**src/rtl/counter_step_decoder.sv**
```systemverilog
// counter_step_decoder: classifies successive counter samples as HOLD/INC/DEC/NEG/ERR,
// keeps saturating per-operation counts and captures the first illegal step.
module counter_step_decoder #(
    parameter int N  = 8,
    parameter int CW = 16
) (
    input  logic          clk,
    input  logic          rst_n,
    input  logic          clear,
    input  logic          s_valid,
    input  logic [N-1:0]  s_data,
    output logic          op_valid,
    output logic [2:0]    op_code,
    output logic          err,
    output logic          err_sticky,
    output logic [N-1:0]  err_prev,
    output logic [N-1:0]  err_cur,
    output logic [CW-1:0] cnt_hold,
    output logic [CW-1:0] cnt_inc,
    output logic [CW-1:0] cnt_dec,
    output logic [CW-1:0] cnt_neg,
    output logic [CW-1:0] cnt_err
);
    localparam logic [0:0]    EMPTY   = 1'b0;
    localparam logic [0:0]    TRACK   = 1'b1;
    localparam logic [2:0]    OP_HOLD = 3'd0;
    localparam logic [2:0]    OP_INC  = 3'd1;
    localparam logic [2:0]    OP_DEC  = 3'd2;
    localparam logic [2:0]    OP_NEG  = 3'd3;
    localparam logic [2:0]    OP_ERR  = 3'd7;
    localparam logic [N-1:0]  ONE     = {{(N-1){1'b0}}, 1'b1};
    localparam logic [CW-1:0] CONE    = {{(CW-1){1'b0}}, 1'b1};

    logic [0:0]    state_q, state_d;
    logic [N-1:0]  prev_q, prev_d;
    logic          op_valid_q, op_valid_d;
    logic [2:0]    op_code_q, op_code_d;
    logic          err_q, err_d;
    logic          err_sticky_q, err_sticky_d;
    logic [N-1:0]  err_prev_q, err_prev_d;
    logic [N-1:0]  err_cur_q, err_cur_d;
    logic [CW-1:0] cnt_q [0:4];
    logic [CW-1:0] cnt_d [0:4];
    logic [2:0]    step_code;
    logic [2:0]    step_idx;

    always_comb begin
        // Priority order makes the NEG/HOLD overlaps at 0 and 2^(N-1) decode as HOLD
        step_code = (s_data == prev_q)        ? OP_HOLD :
                    (s_data == prev_q + ONE)  ? OP_INC  :
                    (s_data == prev_q - ONE)  ? OP_DEC  :
                    (s_data == ~prev_q + ONE) ? OP_NEG  : OP_ERR;
        step_idx     = (step_code == OP_ERR) ? 3'd4 : step_code;
        state_d      = state_q;
        prev_d       = prev_q;
        op_valid_d   = 1'b0;
        op_code_d    = op_code_q;
        err_d        = 1'b0;
        err_sticky_d = err_sticky_q;
        err_prev_d   = err_prev_q;
        err_cur_d    = err_cur_q;
        cnt_d        = cnt_q;
        if (clear) begin
            state_d      = s_valid ? TRACK : EMPTY;
            prev_d       = s_valid ? s_data : prev_q;
            err_sticky_d = 1'b0;
            err_prev_d   = '0;
            err_cur_d    = '0;
            for (int i = 0; i < 5; i++) cnt_d[i] = '0;
        end else if (s_valid) begin
            state_d = TRACK;
            prev_d  = s_data;
            if (state_q == TRACK) begin
                op_valid_d      = 1'b1;
                op_code_d       = step_code;
                err_d           = (step_code == OP_ERR);
                cnt_d[step_idx] = (cnt_q[step_idx] == '1) ? cnt_q[step_idx] : cnt_q[step_idx] + CONE;
                if (step_code == OP_ERR && !err_sticky_q) begin
                    err_sticky_d = 1'b1;
                    err_prev_d   = prev_q;
                    err_cur_d    = s_data;
                end
            end
        end
    end

    always_ff @(posedge clk or negedge rst_n) begin
        if (!rst_n) begin
            state_q      <= EMPTY;
            prev_q       <= '0;
            op_valid_q   <= 1'b0;
            op_code_q    <= OP_HOLD;
            err_q        <= 1'b0;
            err_sticky_q <= 1'b0;
            err_prev_q   <= '0;
            err_cur_q    <= '0;
            for (int i = 0; i < 5; i++) cnt_q[i] <= '0;
        end else begin
            state_q      <= state_d;
            prev_q       <= prev_d;
            op_valid_q   <= op_valid_d;
            op_code_q    <= op_code_d;
            err_q        <= err_d;
            err_sticky_q <= err_sticky_d;
            err_prev_q   <= err_prev_d;
            err_cur_q    <= err_cur_d;
            for (int i = 0; i < 5; i++) cnt_q[i] <= cnt_d[i];
        end
    end

    assign op_valid   = op_valid_q;
    assign op_code    = op_code_q;
    assign err        = err_q;
    assign err_sticky = err_sticky_q;
    assign err_prev   = err_prev_q;
    assign err_cur    = err_cur_q;
    assign cnt_hold   = cnt_q[0];
    assign cnt_inc    = cnt_q[1];
    assign cnt_dec    = cnt_q[2];
    assign cnt_neg    = cnt_q[3];
    assign cnt_err    = cnt_q[4];
endmodule

```
**config.mk**
```make
export PLATFORM = sky130hd
export DESIGN_NAME = counter_step_decoder
export DESIGN_NICKNAME = d
export VERILOG_FILES = /design/src/rtl/counter_step_decoder.sv
export SDC_FILE = /design/constraint.sdc
export NUM_CORES = 1
export LEC_CHECK = 0
export BUFFER_PORTS_ARGS = -buffer_cell sky130_fd_sc_hd__buf_4
export CAP_MARGIN = 20
export CORE_MARGIN = 1
export CORE_UTILIZATION = 56
export DETAILED_ROUTE_END_ITERATION = 7
export PLACE_DENSITY = 0.85
export SYNTH_ARGS = -nofsm -noshare
export SYNTH_HDL_FRONTEND = slang
export SYNTH_SLANG_ARGS = --single-unit
export TNS_END_PERCENT = 30
```
**constraint.sdc**
```tcl
create_clock -name clk -period 4.5 [get_ports clk]
set_input_delay 0.225 -clock clk [delete_from_list [all_inputs] [get_ports clk]]
set_output_delay 0.225 -clock clk [all_outputs]
set_load 0.05 [all_outputs]
```
# Yosys cells after proc, flatten, opt, wreduce, memory -nomap -nowiden
# Cells that the tools add are included.
[classes]
eq_ne = 6
magnitude_cmp = 2
bitwise = 3
n_reduce_logical = 9
n_mux = 36
n_addsub = 4
[op_table]
columns = ["cell", "n"]
rows = [
  ["$mux 80", 3],
  ["$bwmux 80", 1],
  ["$mux 16", 4],
  ["$mux 8", 8],
  ["$bmux 16 s3", 1],
  ["$demux 16 s3", 1],
  ["$eq 8x8->1", 4],
  ["$add 16x1->16 const B", 1],
  ["$add 8x1->8 const B", 2],
  ["$eq 16x16->1 const B", 1],
  ["$mux 3", 5],
  ["$mux 1", 13],
  ["$not 8->8", 1],
  ["$sub 8x1->8 const B", 1],
  ["$reduce_and 3->1", 2],
  ["$reduce_bool 2->1", 3],
  ["$ge 4x4->1 const B", 1],
  ["$lt 4x1->1 const B", 1],
  ["$not 3->4", 1],
  ["$eq 3x3->1 const B", 1],
  ["$logic_and 1x1->1", 2],
  ["$reduce_and 2->1", 1],
  ["$logic_not 1->1", 1],
  ["$not 1->1", 1],
]
[word_totals]
input_bits = 12
reg_bits = 111

# Depth between registers and ports, before layout
# Gate-level depths: netlist of run 1.
[depth]
ltp_word = 19
mapped_depth = 20

# Worst setup path before layout of run 1
# No wires, ideal clock.
[synth_timing]
kind = "reg-to-reg"
from = "register prev_q[0]"
to = "register cnt_q, in the netlist cnt_inc[14]"
setup_ns = 0.132
arrival_time_ns = 3.820
path_slack_ns = 0.548
path_stages_with_launch = 17
period_less_slack_ns = 3.952
path_cell_list = "dfrtp_1 > buf_2 > inv_1 > ha_1 > or4_1 > a31o_1 > a22oi_2 > buf_2 > nand3_1 > a21oi_1 > o22a_1 > ha_1 > nand3_1 > nor4_1 > mux2i_1 > o21a_1 > nor2_1"
[synth_between]
elab_chain_len = 19
[synth_lines]
columns = ["item", "line", "rtl"]
rows = [
  ["from (decl)", "35", "logic [N-1:0] prev_q, prev_d;"],
  ["from (signal assigned)", "100", "prev_q <= prev_d;"],
  ["$not 8->8", "52", "(s_data == ~prev_q + ONE) ? OP_NEG : OP_ERR;"],
  ["$add 8x1->8", "52", ""],
  ["$eq 8x8->1", "52", ""],
  ["$mux 3", "52", ""],
  ["$mux 3", "51", "(s_data == prev_q - ONE) ? OP_DEC :"],
  ["$mux 3", "50", "(s_data == prev_q + ONE) ? OP_INC :"],
  ["$mux 3 *", "49", "step_code = (s_data == prev_q) ? OP_HOLD :"],
  ["$eq 3x3->1", "53", "step_idx = (step_code == OP_ERR) ? 3'd4 : step_code;"],
  ["[... 2 more ...]", "n/a", ""],
  ["$bmux 16 s3", "77", "cnt_d[step_idx] = (cnt_q[step_idx] == '1) ? cnt_q[step_idx] : cnt_q[step_idx] + CONE;"],
  ["$mux 16 (not written as such) (2 in a row)", "77", ""],
  ["$add 16x1->16 / $eq 16x16->1 (equally long branches)", "77", ""],
  ["$mux 16", "77", ""],
  ["$bwmux 80 *", "77", ""],
  ["$mux 80 *", "73", "if (state_q == TRACK) begin"],
  ["$mux 80 *", "70", "end else if (s_valid) begin"],
  ["$mux 80 *", "63", "if (clear) begin"],
  ["to (decl)", "42", "logic [CW-1:0] cnt_q [0:4];"],
]
# Every way passes the cells marked *; elsewhere a longest branch is shown, timed or not. The select of a mux whose other input is x is not followed.
# A chain may end at the register's enable or synchronous reset.

# Final worst setup path of run 1
[layout_timing]
from = "register prev_q[2]"
to = "register cnt_q, in the netlist cnt_hold[14]"
# The elaborated chain is that of the path after synthesis.

==> results of run 1 <==
worst min path at each step:
stage | from | endpoint | depth (start not counted)
final | s_data[3] | prev_q[3] | 3
after global routing | s_data[3] | err_cur[3] | 2
after CTS | s_data[3] | prev_q[3] | 3
after detailed placement | rst_n | err_cur[4] | 1
after global placement | rst_n | err_cur[4] | 1
after floorplan | rst_n | cnt_dec[0] | 0
through the flow:
step / std cells / setup slack (ns)
floorplan: 616 / 0.548
global placement: 869 / 0.380
detailed placement: 870 / 0.282
CTS: 887 / 0.252
global route: 887 / 0.00541
finish: 887 / 0.231
sequential cells by signal (all words and copies together), names as in the netlist, 3 cells and up:
signal and count:
cnt_dec 16, cnt_err 16, cnt_hold 16, cnt_inc 16, cnt_neg 16, err_cur 8
err_prev 8, op_code 3, prev_q 8
kinds of logic (layout without fill, tap and decap cells):
kind of cell    after synthesis  after routing  share of synthesized area (%)
mux                           9              9                           1.82
compound gates              213            213                           25.9
flops                       111            111                           46.4
buf+inv                      51            186                           4.12
xor+xnor                     21             21                           3.45
fa+ha+maj                     4              4                          0.836
simple gates                207            207                           17.5
routing by layer:
metal | share of wire [%] | global-route usage [%] | up-vias
met2 | 46 | 57.4 | 347
met5 | 0 | 0 | -
met4 | 2.5 | 13.1 | 0
met1 | 42 | 50.9 | 2823
met3 | 8.9 | 9.34 | 50
li1 | - | - | 2547
synthesized netlist by cell type, drive strengths merged (7+ instances only):
cell	number
a22oi	8
nor2	27
nand2	88
inv	10
a22o	48
a21oi	26
clkbuf	22
nand2b	10
buf	18
o21ai	69
nand4	10
nand3	24
xor2	9
dfrtp	111
a31oi	7
xnor2	12
worst max-delay path, delay by kind of cell, from the launching register on:
family          cells  cell delay [ns]
mux                 1             0.45
simple gates        4             1.53
flops               1             0.55
fa+ha+maj           1             0.29
compound gates      6             1.00
buf+inv             2             0.30
area by class of cell:
class                   count  area [sq um]  area share, %
multi-input cells         454          2970           40.4
flip-flops and latches    111          2780           37.7
repair buffers            159          1210           16.4
well taps                 136           170           2.31
clock buffers              10           138           1.87
clock inverters             6          51.3          0.697
inverters                  11          41.3          0.561
repair_timing:
item                                    4_1_cts  5_1_grt
gates resized for setup                       0        2
setup buffers                                 0        0
endpoints found under the hold margin        54        0
endpoints found under the setup margin        0        7
hold buffers                                  1        0
cells in the final DEF (no fill, tap or decap), types with 5 or more instances in the layout:
cell	Yosys	routed
buf_4	3	157
dfrtp_1	111	111
nand2_1	87	87
o21ai_0	53	53
a22o_1	48	48
nor2_1	27	27
nand3_1	23	23
a21oi_1	23	23
xnor2_1	10	10
nand4_1	10	10
inv_1	10	10
nand2b_1	10	10
o21ai_1	11	10
clkbuf_8	0	10
xor2_1	8	7
a31oi_1	7	7
a22oi_1	7	7
o21ai_2	5	6
and2_1	6	6
a311o_1	6	6
a311oi_1	6	6
and3_1	6	6
and4_1	5	5
a2bb2oi_1	5	5
mux2_2	5	5
report_power, final:
group	internal [uW]	total (uW)	leakage, uW	switching, uW
Combinational	121	377	0.00179	255
Clock	226	602	0.0000992	376
Sequential	1020	1050	0.00151	31.6
==> impl_metrics.tcl, run 1 <==
set metrics [dict create \
    status "complete, no violations" \
    worstSetupEndpoint "cnt_hold[14]" \
    clock-sinks 111 \
    r2r_start "prev_q[2]" \
    finalSetupViolCount 0 \
    crit_slowest_cell "dfrtp_1" \
    leakagePower_uw 0.00340 \
    drt_iter0_markers 423 \
    crit_type "reg -> reg" \
    synth_edf_count 0 \
    worstMarginPinSlew_ns 1.07 \
    vias_per_cell 6.50 \
    reg2reg_depth 14 \
    ys_warn_count 0 \
    synth_top_area_cell "dfrtp_1" \
    ir_drop_uv 285 \
    ff2ff_setup_slack_ns 0.23 \
    worstReg2RegEnd "cnt_hold[14]" \
    worst_hold_path_type "in -> reg" \
    antenna_found_initial 0 \
    synth_nets 632 \
    first_global_vias 5593 \
    grt_setup_unrepaired "false" \
    synth_top_area_share_pct 46.4 \
    crit_path_start_kind "register" \
    synthArstFlopShare_pct 100 \
    std_cell_rows 37 \
    postSynthAreaPerCell_sq_um 9.72 \
    core_sq_um 10300 \
    vias 5767 \
    final_nets 762 \
    synth_cell_type_count 79 \
    synth_area_leaders "dfrtp_1 46%, a22o_1 7.0%, nand2_1 5.5%, o21ai_0 4.4%, a21oi_1 1.9%" \
    die_h_microns 105 \
    grt_max_degree 73 \
    clk_pin_slew_ns 0.11 \
    syn2layout_area_growth_pct 23.0 \
    critPathArrivalTime_ns 4.54 \
    fmax_mhz 234 \
    finalCriticalPeriod_ns 4.27 \
    grt-ovfl-total 0 \
    ios 114 \
    antenna_cells 0 \
    powerDensity_nw_per_um2 276 \
    report.final.slew_viol_count 0 \
    die_area_sq_um 11100 \
    dp_hpwl_microns 14400 \
    tns_ns 0 \
    fin_util_pct 71.3 \
    hold_violations 0 \
    gp_congestion 0.975 \
    antenna_left 0 \
    crit_path_start "prev_q[2]" \
    portBuffers 113 \
    dpl_cell_area_sq_um 7150 \
    slowest_delay_ns 0.55 \
    drc 0 \
    syn-cell-area_sq_um 5980 \
    num-fill-cells 788 \
    synth_flop_cell "dfrtp_1" \
    root_buffer "clkbuf_8" \
    cp-end-kind "register" \
    syn_inst 616 \
    max_cap_viol_count 0 \
    grt_usage_pct 37.1 \
    post-route-period-util_pct 94.9 \
    crit_required_ns 4.77 \
    cp_max_fo 12 \
    ys_seq_area_share_pct 46.4 \
    initial_core_util_pct 58.0 \
    chipWidth_microns 105 \
    drt-wirelength-per-cell_microns 22.7 \
    grt_pass1_wl_microns 31500 \
    synth_seq_cells 111 \
    cts.path.max_buffers 2 \
    path_cells "or3_4 > or3_1 > a21oi_2 > o311a_1 > buf_12 > o21ai_0 > a21oi_1 > o22ai_1 > inv_1 > ha_1 > nand3_1 > nor4_1 > mux2i_1 > o21ai_0" \
    htree_levels 3 \
    power_uw 2030 \
    routed_wl_microns 20100 \
    final_area_sq_um 7360 \
    cts_made_buffers 9 \
    timing.hold.ws_ns 0.0561 \
    dr.pass1.iters 5 \
    cp_common_cell "o21ai_0" \
    tritoncts "yes" \
    worstSkewPairLatency_ns 0.40 \
    drive_gt1_share_pct 27.6 \
    relSlewSlack_pct 28.8 \
    fin_skew_ns 0.0105 \
]
No activity file was read; power rests on OpenSTA's default activity.
==> run 2: changes to the inputs <==
- CORE_UTILIZATION: 56 -> 51
- PLACE_DENSITY: 0.85 -> 0.81
- clock period: 4.5 -> 3.71 ns (I/O delays scaled with it)
==> impl_metrics.tcl, run 2 (synthesis results as in run 1) <==
set metrics [dict create \
    first_global_vias 6037 \
    reg2reg_depth 15 \
    ff2ff_setup_slack_ns -0.11 \
    setup_slack_ns -0.114 \
    antenna_cells 0 \
    fmax_mhz 262 \
    worstSkewPairLatency_ns 0.37 \
    clk_pin_slew_ns 0.07 \
    violations "setup timing" \
    grt-ovfl-total 0 \
    final_cell_mix "218 x buf_4, 109 x dfrtp_1, 80 x nand2_1, 46 x a22o_1, 35 x o21ai_0" \
    max_cap_viol_count 0 \
    worstHoldEndpoint "err_cur[3]" \
    root_buffer "clkbuf_16" \
    final_nets 848 \
    finalCriticalPeriod_ns 3.82 \
    finalSetupViolCount 54 \
    fin_skew_ns 0.0110 \
    grt_setup_unrepaired "true" \
    dr.pass1.iters 5 \
    grt_max_degree 47 \
    path_cells "buf_6 > or2_4 > or4_1 > a31o_1 > a22o_1 > o211ai_2 > buf_6 > o21ai_0 > a32oi_2 > and3_4 > and3_4 > nand2b_4 > buf_6 > mux2i_4 > o21ai_1" \
    crit_path_start_kind "register" \
    worstReg2RegEnd "cnt_dec[1]" \
    ir_drop_uv 337 \
    std_cell_rows 39 \
    ios 114 \
    cp-end-kind "register" \
    tns_ns -2.65 \
    cts_made_buffers 9 \
    comb_power_share_pct 21.9 \
    p_int_uw 1980 \
    core_sq_um 11400 \
    cp_common_cell "buf_6" \
    relSlewSlack_pct 29.4 \
    r2r_start "prev_q[0]" \
    htree_levels 3 \
    gp_congestion 0.934 \
    syn2layout_area_growth_pct 47.6 \
    hp-start "s_data[3]" \
    powerDensity_nw_per_um2 322 \
    num-fill-cells 759 \
    antenna_left 0 \
    post-route-period-util_pct 103 \
    worst_hold_path_type "in -> reg" \
    chipWidth_microns 110 \
    cp_max_fo 8 \
    dp_hpwl_microns 15000 \
    antenna_found_initial 0 \
    crit_slowest_cell "or4_1" \
    drive_gt1_share_pct 44.9 \
    drc 0 \
    clockPowerShare_pct 33.5 \
    critPathArrivalTime_ns 4.06 \
    initial_core_util_pct 52.4 \
    die_area_sq_um 12200 \
    finalNonFillerCells 980 \
    final_common_cell "buf_4" \
    crit_type "reg -> reg" \
    hold-path-cell-count 2 \
    slowest_delay_ns 0.42 \
    vias_per_cell 6.56 \
    worstMarginPinSlew_ns 1.06 \
    hold_violations 0 \
    tritoncts "yes" \
    numPlacedInstances 930 \
    grt_pass1_wl_microns 33000 \
    seqPwrFrac_pct 44.6 \
    netSwitchingFraction_pct 30.4 \
    portBuffers 113 \
    clock-sinks 111 \
    crit_required_ns 3.94 \
    drt-wirelength-per-cell_microns 23.4 \
    cts.path.max_buffers 2 \
    leakagePower_uw 0.00404 \
    vias 6425 \
    routed_wl_microns 22900 \
    report.final.slew_viol_count 0 \
    drt_iter0_markers 701 \
    p_sw_uw 864 \
    grt_usage_pct 37.0 \
    status "complete, but fails checks" \
    die_h_microns 110 \
]
-- run 2: cell types whose count changed in the layout (fill, tap and decap cells not counted), sizes merged --
cell,change
clkinvlp,+2
buf,+84
clkbuf,+5
inv,-2
clkinv,-3
-- run 2: power groups by stage --
stage	Sequential, uW	Combinational, uW	Clock, uW
floorplan	1370	224	0
global placement	1290	509	0
CTS	1270	552	958
detailed placement	1290	517	0
global route	1270	652	1010
finish	1270	623	954
-- run 2: per-layer routing --
layer / GRT usage (%) / vias up / routed length, microns
met5: 0 / - / 0
met4: 18.8 / 0 / 895
met3: 7.23 / 92 / 2220
met2: 58.7 / 446 / 10700
met1: 48.3 / 3152 / 9070
li1: - / 2735 / -
-- run 2: how the worst max path moves through the flow --
stage | depth (start not counted) | to | startpoint | slack, ns
2_1_floorplan | 17 | cnt_hold[15] | prev_q[0] | -0.01
3_3_place_gp | 15 | cnt_inc[2] | prev_q[4] | -0.22
3_5_place_dp | 15 | cnt_inc[2] | prev_q[1] | -0.33
4_1_cts | 15 | cnt_err[12] | prev_q[1] | -0.02
5_1_grt | 18 | cnt_neg[12] | prev_q[1] | -0.24
6_report | 15 | cnt_dec[1] | prev_q[0] | -0.11
-- run 2: cell type report --
class / count / area (sq um) / area share [%]
clock inverter: 3 / 26.3 / 0.297
inverter: 11 / 41.3 / 0.467
tap: 143 / 179 / 2.03
multi-input combinational: 454 / 3570 / 40.4
sequential: 111 / 2780 / 31.5
timing repair buffer: 245 / 1980 / 22.4
clock buffer: 13 / 260 / 2.95
-- run 2: through the flow --
| step | hold WS (ns) | setup slack, ns | instance area [sq um] | power, uW | util (%) |
|---|---|---|---|---|---|
| finish | 0.0697 | -0.114 | 8830 | 2850 | 77.4 |
| global route | 0.0773 | -0.236 | 8830 | 2930 | 77.4 |
| CTS | 0.0660 | -0.0175 | 8280 | 2780 | 72.5 |
| detailed placement | 0.221 | -0.326 | 7580 | 1810 | 66.4 |
| global placement | 0.213 | -0.218 | 7580 | 1800 | 66.4 |
| floorplan | -0.110 | -0.0149 | 6020 | 1590 | - |
-- run 2: repair_timing --
| item | 4_1_cts | 5_1_grt |
|---|---|---|
| endpoints found under the setup margin | 79 | 80 |
| buffers inserted | 16 | 15 |
| endpoints found under the hold margin | 44 | 0 |
| cloned | 1 | 2 |
| hold buffers | 1 | 0 |
| gates resized for setup | 55 | 101 |
| pin swaps | 24 | 66 |
-- run 2: critical path, delay by kind of cell (launching register included) --
kind	cells	cell delay, ns
multiplexers	1	0.26
flip-flops	1	0.40
AND/OR/NAND/NOR	5	1.32
AO/OA/AOI/OAI	6	1.23
buffers and inverters	3	0.48
==> run 3: changes to the inputs <==
- REMOVE_ABC_BUFFERS: default -> 1
==> impl_metrics.tcl, run 3 (synthesis results as in run 1) <==
set metrics [dict create \
    crit_path_start "prev_q[4]" \
    post-route-period-util_pct 102 \
    std_cell_rows 39 \
    grt_usage_pct 34.7 \
    leakagePower_uw 0.00383 \
    drive_gt1_share_pct 39.2 \
    status "complete, but fails checks" \
    syn2layout_area_growth_pct 39.4 \
    clk_pin_slew_ns 0.07 \
    crit_type "reg -> reg" \
    grt_pass1_wl_microns 31000 \
    initial_core_util_pct 52.4 \
    critPathArrivalTime_ns 4.03 \
    clock-sinks 111 \
    die_h_microns 110 \
    portBuffers 113 \
    worstMarginPinSlew_ns 0.935 \
    worstSkewPairLatency_ns 0.36 \
    r2r_start "prev_q[4]" \
    ir_drop_uv 285 \
    grt-ovfl-total 0 \
    reg2reg_depth 16 \
    grt_max_degree 50 \
    ios 114 \
    crit_path_start_kind "register" \
    antenna_left 0 \
    setup_slack_ns -0.0736 \
    fin_skew_ns 0.00670 \
    root_buffer "clkbuf_16" \
    cp_max_fo 8 \
    worstSetupEndpoint "cnt_inc[14]" \
    cp-end-kind "register" \
    routed_wl_microns 20800 \
    powerDensity_nw_per_um2 329 \
    report.final.slew_viol_count 0 \
    seqCellArea_sq_um 2780 \
    final_common_cell "buf_4" \
    vias 6114 \
    cts.path.max_buffers 2 \
    drc 0 \
    crit_required_ns 3.95 \
    worstReg2RegEnd "cnt_inc[14]" \
    die_area_sq_um 12200 \
    finalNonFillerCells 964 \
    max_cap_viol_count 0 \
    violations "setup timing" \
    timing.hold.ws_ns 0.0652 \
    grt_setup_unrepaired "true" \
    fmax_mhz 264 \
    power_uw 2750 \
    gp_congestion 0.917 \
    finalSetupViolCount 17 \
    tritoncts "yes" \
    antenna_found_initial 0 \
    dp_hpwl_microns 14500 \
    drt_iter0_markers 517 \
    multi_input_area_sq_um 3250 \
    numPlacedInstances 932 \
    ff2ff_setup_slack_ns -0.07 \
    dr.pass1.iters 5 \
    final_cell_mix "216 x buf_4, 110 x dfrtp_1, 85 x nand2_1, 48 x a22o_1, 38 x o21ai_0" \
    chipWidth_microns 110 \
    final_nets 834 \
    fin_util_pct 73.1 \
    hold_violations 0 \
    post-place-ws_ns -0.277 \
    relSlewSlack_pct 37.7 \
    htree_levels 3 \
    vias_per_cell 6.34 \
    finalCriticalPeriod_ns 3.78 \
    first_global_vias 5705 \
    cts_made_buffers 9 \
    drt-wirelength-per-cell_microns 21.6 \
    core_sq_um 11400 \
    antenna_cells 0 \
    num-fill-cells 857 \
    worst_hold_path_type "in -> reg" \
]
-- run 3: cell types whose count changed in the layout (fill, tap and decap cells not counted), moves of 4 or more --
cell     previous run  this run
buf_6              22         7
nand2_1            80        85
o21ai_1            20        25
o21ai_2            10         5
buf_12              1         5
nand3_4             4         0
-- run 3: worst max-delay path: stages (launching register included) --
cell,delay [ns]
dfrtp_2,0.43
or3_4,0.41
or3_4,0.36
nand3_2,0.08
a22oi_2,0.11
buf_4,0.16
a2111oi_4,0.43
buf_12,0.18
nand2_2,0.07
a32oi_4,0.27
buf_4,0.18
nand3_1,0.08
nor4_2,0.33
mux2i_1,0.27
buf_4,0.17
o21a_1,0.10
nor2_1,0.04
-- run 3: worst min path at each step --
| stage | cells past startpoint | endpoint | startpoint |
|---|---|---|---|
| 2_1_floorplan | 0 | cnt_dec[0] | rst_n |
| 3_3_place_gp | 1 | cnt_dec[11] | rst_n |
| 3_5_place_dp | 1 | cnt_hold[11] | rst_n |
| 4_1_cts | 2 | err_cur[3] | s_data[3] |
| 5_1_grt | 2 | err_cur[3] | s_data[3] |
| 6_report | 3 | prev_q[3] | s_data[3] |
-- run 3: routing by layer --
metal	track usage, %	vias to the layer above	share of wire (%)
met5	0	-	0
met4	18.1	0	3.5
met3	6.11	70	9.2
met2	51.9	376	46
met1	47.9	2969	42
li1	-	2699	-
-- run 3: area by class of cell --
class                           count  share of cell area (%)
Multi-Input combinational cell    454                    38.9
Sequential cell                   111                    33.3
Timing Repair Buffer              231                    22.1
Clock buffer                       10                    2.74
Tap cell                          143                    2.14
Inverter                           11                   0.495
Clock inverter                      4                   0.300
-- run 3: metrics by stage --
| stage | area [sq um] | setup TNS [ns] |
|---|---|---|
| floorplan | 5780 | -20.89 |
| finish | 8340 | -0.380 |
| global route | 8340 | -10.02 |
| CTS | 8080 | -0.0677 |
| detailed placement | 7620 | -7.66 |
| global placement | 7610 | -4.04 |
-- run 3: report_power, final --
group          switching (uW)  total [uW]  internal, uW
Clock                     433         879           446
Combinational             369         599           230
Sequential               27.6        1270          1240
Total                     829        2750          1920
-- run 3: timing repair --
| item | 4_1_cts | 5_1_grt |
|---|---|---|
| buffers inserted | 10 | 7 |
| gates resized for setup | 29 | 57 |
| hold buffers | 1 | 0 |
| cloned | 0 | 0 |
| endpoints found under the hold margin | 47 | 0 |
| pin swaps | 12 | 18 |
| endpoints found under the setup margin | 75 | 80 |
